==> src/rtl/delay_tap_stage.sv <==
// Feedback delay stage: one read and one write handshake with the delay-line
// allocator per input sample, then a dry/wet mix of input and delayed sample.
module delay_tap_stage #(
  parameter int data_width     = 16,
  parameter int timeout_cycles = 255
) (
  input  logic                  clk,
  input  logic                  reset,
  input  logic                  enable,
  input  logic [data_width-1:0] sample_in,
  input  logic                  sample_in_valid,
  output logic                  sample_in_ready,
  output logic [data_width-1:0] sample_out,
  output logic                  sample_out_valid,
  input  logic [data_width-1:0] cfg_handle,
  input  logic [data_width-1:0] cfg_feedback,
  input  logic [data_width-1:0] cfg_dry,
  input  logic [data_width-1:0] cfg_wet,
  input  logic [data_width-1:0] cfg_delay_inc,
  input  logic                  cfg_write,
  output logic                  read_req,
  output logic                  write_req,
  output logic [data_width-1:0] read_handle,
  output logic [data_width-1:0] write_handle,
  output logic [data_width-1:0] write_data,
  output logic [data_width-1:0] write_inc,
  input  logic [data_width-1:0] read_data,
  input  logic                  read_valid,
  input  logic                  write_ack,
  input  logic                  invalid_read,
  input  logic                  invalid_write,
  output logic                  error
);

  localparam int SW = data_width + 2;
  localparam int PW = 2 * data_width;
  localparam int CW = $clog2(timeout_cycles + 1);
  localparam logic [CW-1:0] CNT_LAST = CW'(timeout_cycles - 1);
  localparam logic signed [SW-1:0] MAX_S = SW'((2 ** (data_width - 1)) - 1);
  localparam logic signed [SW-1:0] MIN_S = SW'(-(2 ** (data_width - 1)));
  localparam logic [data_width-1:0] GAIN_ONE = data_width'(16384);

  typedef enum logic [2:0] {
    IDLE, RD, RD_WAIT, WR, WR_WAIT, MIX, OUT
  } state_t;

  // Q2.14 product, kept at full precision until the arithmetic shift
  function automatic logic signed [SW-1:0] scale(
    input logic signed [data_width-1:0] a,
    input logic signed [data_width-1:0] g
  );
    logic signed [PW-1:0] p;
    p = PW'(a) * PW'(g);
    return SW'(p >>> 14);
  endfunction

  function automatic logic signed [data_width-1:0] sat(
    input logic signed [SW-1:0] v
  );
    if (v > MAX_S) return MAX_S[data_width-1:0];
    if (v < MIN_S) return MIN_S[data_width-1:0];
    return v[data_width-1:0];
  endfunction

  state_t state_q, state_d;
  logic signed [data_width-1:0] x_q, x_d;
  logic signed [data_width-1:0] d_q, d_d;
  logic signed [data_width-1:0] y_q, y_d;
  logic                         fault_q, fault_d;
  logic                         error_q, error_d;
  logic [CW-1:0]                cnt_q, cnt_d;
  logic [data_width-1:0]        sample_out_q, sample_out_d;
  logic                         sample_out_valid_q, sample_out_valid_d;

  logic [data_width-1:0] sh_handle_q, sh_handle_d, act_handle_q, act_handle_d;
  logic [data_width-1:0] sh_fb_q, sh_fb_d, act_fb_q, act_fb_d;
  logic [data_width-1:0] sh_dry_q, sh_dry_d, act_dry_q, act_dry_d;
  logic [data_width-1:0] sh_wet_q, sh_wet_d, act_wet_q, act_wet_d;
  logic [data_width-1:0] sh_inc_q, sh_inc_d, act_inc_q, act_inc_d;

  logic signed [SW-1:0]         fb_term, dry_term, wet_term;
  logic signed [data_width-1:0] wdata_s, mix_s;

  always_comb begin
    fb_term  = scale(d_q, $signed(act_fb_q));
    dry_term = scale(x_q, $signed(act_dry_q));
    // A faulted sample takes the dry path only
    wet_term = fault_q ? '0 : scale(d_q, $signed(act_wet_q));
    wdata_s  = sat(SW'(x_q) + fb_term);
    mix_s    = sat(dry_term + wet_term);
  end

  // Ready stays low through the output pulse cycle
  assign sample_in_ready  = (state_q == IDLE) && !sample_out_valid_q;
  assign read_req         = enable && (state_q == RD);
  assign write_req        = enable && (state_q == WR);
  assign read_handle      = act_handle_q;
  assign write_handle     = act_handle_q;
  assign write_data       = wdata_s;
  assign write_inc        = act_inc_q;
  assign sample_out       = sample_out_q;
  assign sample_out_valid = sample_out_valid_q;
  assign error            = error_q;

  always_comb begin
    state_d            = state_q;
    x_d                = x_q;
    d_d                = d_q;
    y_d                = y_q;
    fault_d            = fault_q;
    error_d            = error_q;
    cnt_d              = cnt_q;
    sample_out_d       = sample_out_q;
    sample_out_valid_d = 1'b0;
    sh_handle_d        = sh_handle_q;
    sh_fb_d            = sh_fb_q;
    sh_dry_d           = sh_dry_q;
    sh_wet_d           = sh_wet_q;
    sh_inc_d           = sh_inc_q;
    act_handle_d       = act_handle_q;
    act_fb_d           = act_fb_q;
    act_dry_d          = act_dry_q;
    act_wet_d          = act_wet_q;
    act_inc_d          = act_inc_q;

    if (enable) begin
      if (cfg_write) begin
        sh_handle_d = cfg_handle;
        sh_fb_d     = cfg_feedback;
        sh_dry_d    = cfg_dry;
        sh_wet_d    = cfg_wet;
        sh_inc_d    = cfg_delay_inc;
      end

      unique case (state_q)
        IDLE: begin
          if (sample_in_valid && sample_in_ready) begin
            x_d          = $signed(sample_in);
            d_d          = '0;
            fault_d      = 1'b0;
            act_handle_d = sh_handle_q;
            act_fb_d     = sh_fb_q;
            act_dry_d    = sh_dry_q;
            act_wet_d    = sh_wet_q;
            act_inc_d    = sh_inc_q;
            state_d      = RD;
          end
        end
        RD: begin
          cnt_d   = '0;
          state_d = RD_WAIT;
        end
        RD_WAIT: begin
          // A response in the timeout cycle still counts as success
          if (read_valid) begin
            d_d     = $signed(read_data);
            state_d = WR;
          end else if (invalid_read || (cnt_q == CNT_LAST)) begin
            d_d     = '0;
            fault_d = 1'b1;
            error_d = 1'b1;
            state_d = MIX;
          end else begin
            cnt_d = cnt_q + CW'(1);
          end
        end
        WR: begin
          cnt_d   = '0;
          state_d = WR_WAIT;
        end
        WR_WAIT: begin
          if (write_ack) begin
            state_d = MIX;
          end else if (invalid_write || (cnt_q == CNT_LAST)) begin
            fault_d = 1'b1;
            error_d = 1'b1;
            state_d = MIX;
          end else begin
            cnt_d = cnt_q + CW'(1);
          end
        end
        MIX: begin
          y_d     = mix_s;
          state_d = OUT;
        end
        OUT: begin
          sample_out_d       = y_q;
          sample_out_valid_d = 1'b1;
          state_d            = IDLE;
        end
        default: state_d = IDLE;
      endcase
    end
  end

  always_ff @(posedge clk) begin
    if (reset) begin
      state_q            <= IDLE;
      x_q                <= '0;
      d_q                <= '0;
      y_q                <= '0;
      fault_q            <= 1'b0;
      error_q            <= 1'b0;
      cnt_q              <= '0;
      sample_out_q       <= '0;
      sample_out_valid_q <= 1'b0;
      sh_handle_q        <= '0;
      sh_fb_q            <= '0;
      sh_dry_q           <= GAIN_ONE;
      sh_wet_q           <= '0;
      sh_inc_q           <= '0;
      act_handle_q       <= '0;
      act_fb_q           <= '0;
      act_dry_q          <= GAIN_ONE;
      act_wet_q          <= '0;
      act_inc_q          <= '0;
    end else begin
      state_q            <= state_d;
      x_q                <= x_d;
      d_q                <= d_d;
      y_q                <= y_d;
      fault_q            <= fault_d;
      error_q            <= error_d;
      cnt_q              <= cnt_d;
      sample_out_q       <= sample_out_d;
      sample_out_valid_q <= sample_out_valid_d;
      sh_handle_q        <= sh_handle_d;
      sh_fb_q            <= sh_fb_d;
      sh_dry_q           <= sh_dry_d;
      sh_wet_q           <= sh_wet_d;
      sh_inc_q           <= sh_inc_d;
      act_handle_q       <= act_handle_d;
      act_fb_q           <= act_fb_d;
      act_dry_q          <= act_dry_d;
      act_wet_q          <= act_wet_d;
      act_inc_q          <= act_inc_d;
    end
  end

endmodule
==> config.mk <==
export PLATFORM = sky130hd
export DESIGN_NAME = delay_tap_stage
export DESIGN_NICKNAME = d
export VERILOG_FILES = /design/src/rtl/delay_tap_stage.sv
export SDC_FILE = /design/constraint.sdc
export NUM_CORES = 2
export LEC_CHECK = 0
export CAP_MARGIN = 20
export CORE_ASPECT_RATIO = 0.5
export CORE_MARGIN = 3
export CORE_UTILIZATION = 53
export CTS_CLUSTER_SIZE = 25
export DETAILED_ROUTE_END_ITERATION = 6
export DONT_BUFFER_PORTS = 1
export GPL_TIMING_DRIVEN = 0
export PLACE_DENSITY_LB_ADDON = 0.12
export SYNTH_ARGS = -nofsm -noshare
export SYNTH_HDL_FRONTEND = slang
export SYNTH_SLANG_ARGS = --single-unit
==> constraint.sdc <==
create_clock -name clk -period 13.3 [get_ports clk]
set_input_delay 3.99 -clock clk [delete_from_list [all_inputs] [get_ports clk]]
set_output_delay 3.99 -clock clk [all_outputs]
set_load 0.05 [all_outputs]
==> flow_summary.yaml <==
status:
  status: "finished, violations left"
  violations: "design-rule violations"
sta:
  skew_ns: 0.02181
  drv_slew: 0
  tns_ns: 0
  min_period_ns: 13.07
  fin_crit_sh: 0.9824
  finalHoldViolCount: 0
  setup_viol: 0
  slew_headroom: 0.3793
  worst_pin_slew_ns: 0.9228
  max_freq_ghz: 0.07654
drt:
  vias_per_cell: 5.483
  met1_length_mm: 48.76
  drcViolationCount: 5
  vias: 30334
  wl_per_cell_um: 20.63
  first_pass_iters: 7
  wl_met3_mm: 8.892
  drtAntennaViolNets: 0
  drtIter0Drc: 2414
  drt-total-wl_mm: 114.1
  topRoutingLayerUsed: "met4"
  wl_met2_mm: 52.23
floorplanning:
  core_area_um2: 71830
  pin_count: 206
  initial_utilization: 0.5416
  die_y_um: 197.6
  die_area_um2: 76890
  fp-row-count: 69
  die_w_um: 389.2
clocking:
  cts_buffer_depth: 3
  cts_tree: "yes"
  cts.sinks: 238
  cts_max_level: 1
  cts_hold_buf: 0
  clk_pin_slew_ns: 0.06
  clockRootBuffer: "clkbuf_16"
  insertion_delay_ns: 0.59
  cts_buffers: 26
setup_path:
  cp_slowest_stage_delay_ns: 0.50
  slowest_stage: "fa_1"
  critical_path_class: "reg -> out"
  path_delay_family: "adder cells"
  cp_data_required_time_ns: 9.31
  cp-end-kind: "primary output"
  cp_max_fo: 10
  critPathArrivalTime_ns: 9.08
  path_common_cell: "fa_1"
  cp-start-kind: "flip-flop"
  worst-path-buf-inv: 6
synth:
  syn_inst: 4483
  yosys_register_bits: 238
  ys_seq_area_frac: 0.1225
  yosysWarnings: 0
  synth_top_area_share: 0.4039
  synth_area_leaders: "fa_1, dfxtp_1, inv_1"
  syn_nets: 5662
  synth_top_area_cell: "fa_1"
  synth_ff_type: "dfxtp_1"
  synth_edf_count: 0
  avgSynthCellArea_um2: 8.678
  synth_async_sr_flop_share: 0
  ys_types: 72
  synth_area_um2: 38900
  synth.most_common_cell: "inv_1"
  netlist_top_cells_count: "inv_1, nand2_1, fa_1"
grt:
  grt_max_degree: 16
  grt_pass1_wl_mm: 180.2
  first_global_vias: 31706
  antenna_found_initial: 7
  grt-ovfl-total: 0
  track_usage: 0.3042
power_and_ir_drop:
  power_switching_share: 0.3208
  pwr-share-comb: 0.171
  seq_power_share: 0.409
  ir_drop_mv: 0.09027
  p_int_mw: 1.264
  p_per_area_nw_per_um2: 43.99
  power.switching_mw: 0.5970
  p_leak_nw: 20.26
  power.share.clock: 0.420
run:
  maxCapViolCount: 0
cells_and_area:
  design_area_um2: 42300
  fillers: 6562
  drive_above_1_share: 0.06221
  fin_nets: 5726
  regArea_um2: 4843
  multi_input_area_um2: 30330
  synthToLayoutAreaGrowth_pct: 8.725
placed_design:
  placed_cell_area_um2: 40160
  gp_congestion: 0.9347
  port_buffers: 0
  hpwl_mm: 95.68
min_path:
  min_path_type: "reg -> reg"
## kinds of logic (layout without fill, tap and decap cells)
| kind of cell | after synthesis | after routing | synth area share |
|---|---|---|---|
| AOI/OAI and AO/OA | 492 | 492 | 0.07706 |
| xor gates and xnor gates | 103 | 103 | 0.02357 |
| adders and majority gates | 1058 | 1058 | 0.4917 |
| buffers and inverters | 1142 | 1224 | 0.1121 |
| DFF | 238 | 238 | 0.1225 |
| muxes | 8 | 8 | 0.002090 |
| other | 0 | 9 | 0 |
| and+or+nand+nor | 1442 | 1442 | 0.1710 |
## worst paths after layout
check                                  start             to  slack (ns)  depth (start not counted)
worst max-delay path                  d_q[3]  write_data[0]        0.23                         33
worst min-delay path              sh_fb_q[2]    act_fb_q[2]        0.45                          2
worst max register to register  act_wet_q[7]        y_q[12]        2.98                         34
worst min register to register    sh_fb_q[2]    act_fb_q[2]        0.45                          2
## metal layers
metal / track usage / vias to the layer above
met5: 0 / -
met4: 0.09821 / 0
met3: 0.04593 / 217
met2: 0.4872 / 1100
met1: 0.4286 / 15452
li1: - / 13565
## worst register-to-register path, delay by kind of cell, from the launching register on
family	cells	cell delay [ns]
AND/OR/NAND/NOR	8	0.98
flip-flops	1	0.30
XOR/XNOR	1	0.59
buffers and inverters	7	1.61
adder cells (fa/ha/maj)	8	3.63
multiplexers	1	0.34
AO/OA/AOI/OAI	9	2.74
## through the flow
stage / setup WS (ns) / utilization / instances / hold WS [ns] / power, mW
2_1_floorplan: 0.2733 / - / 4483 / 0.4321 / 0.9660
3_3_place_gp: -1.380 / 0.5583 / 5441 / 0.4368 / 1.060
3_5_place_dp: -1.039 / 0.5591 / 5446 / 0.4437 / 1.069
4_1_cts: 0.002212 / 0.5802 / 5496 / 0.4479 / 1.853
5_1_grt: -0.03957 / 0.5887 / 5527 / 0.4687 / 1.920
6_report: 0.2344 / 0.5889 / 5532 / 0.4465 / 1.861
## cells in the final DEF (no fill, tap or decap), types with 7 or more instances in the layout
master and count:
clkbuf_1 144, nor2b_1 17, nor3_1 19, nand2_1 809, a211oi_2 15, o21a_1 22, buf_4 63, buf_6 22
nand3_1 32, o211ai_1 8, nand2b_1 28, o21ai_0 50, clkbuf_2 7, a21o_1 27, or3_1 8, dfxtp_1 213
xnor2_1 67, clkbuf_8 9, fa_1 784, nand4_1 12, o21ai_4 15, nor2_1 122, clkbuf_16 27, ha_1 264
a21oi_1 268, diode_2 9, a211oi_1 15, xor2_1 24, and2_1 356, o21ai_1 10, a31oi_1 7, clkbuf_4 8
inv_1 914, dfxtp_4 19
## power groups by stage
stage / combinational (mW) / clock (mW) / sequential (mW)
2_1_floorplan: 0.201 / 0 / 0.765
3_3_place_gp: 0.282 / 0 / 0.778
3_5_place_dp: 0.290 / 0 / 0.778
4_1_cts: 0.307 / 0.783 / 0.762
5_1_grt: 0.343 / 0.815 / 0.763
6_report: 0.319 / 0.781 / 0.761
## sequential cells by signal, summed over array words and instances, names as in the netlist
register and count:
write_inc 16, cnt_q 8, sh_handle_q 16, read_handle 16
act_fb_q 16, x_q 16, error 1, state_q 3
fault_q 1, sample_out 16, d_q 16, sh_fb_q 16
y_q 16, sample_out_valid 1, act_wet_q 16, sh_inc_q 16
sh_dry_q 16, act_dry_q 16, sh_wet_q 16
## layout make-up
type	instances	area share
buffer	221	0.02896
tap	958	0.02834
sequential	238	0.1145
clock buffer	31	0.01654
clock inverter	15	0.004733
antenna	9	0.0005324
multi-input combinational	3103	0.7170
timing repair buffer	41	0.008046
inverter	916	0.08137
## what timing repair did
| item | 4_1_cts | 5_1_grt |
|---|---|---|
| cloned | 0 | 1 |
| gates resized for setup | 174 | 152 |
| endpoints found under the hold margin | 0 | 0 |
| buffers inserted | 8 | 27 |
| pin swaps | 8 | 36 |
| setup endpoints to repair | 16 | 16 |
Note: power is estimated with default switching activity, not from simulation.
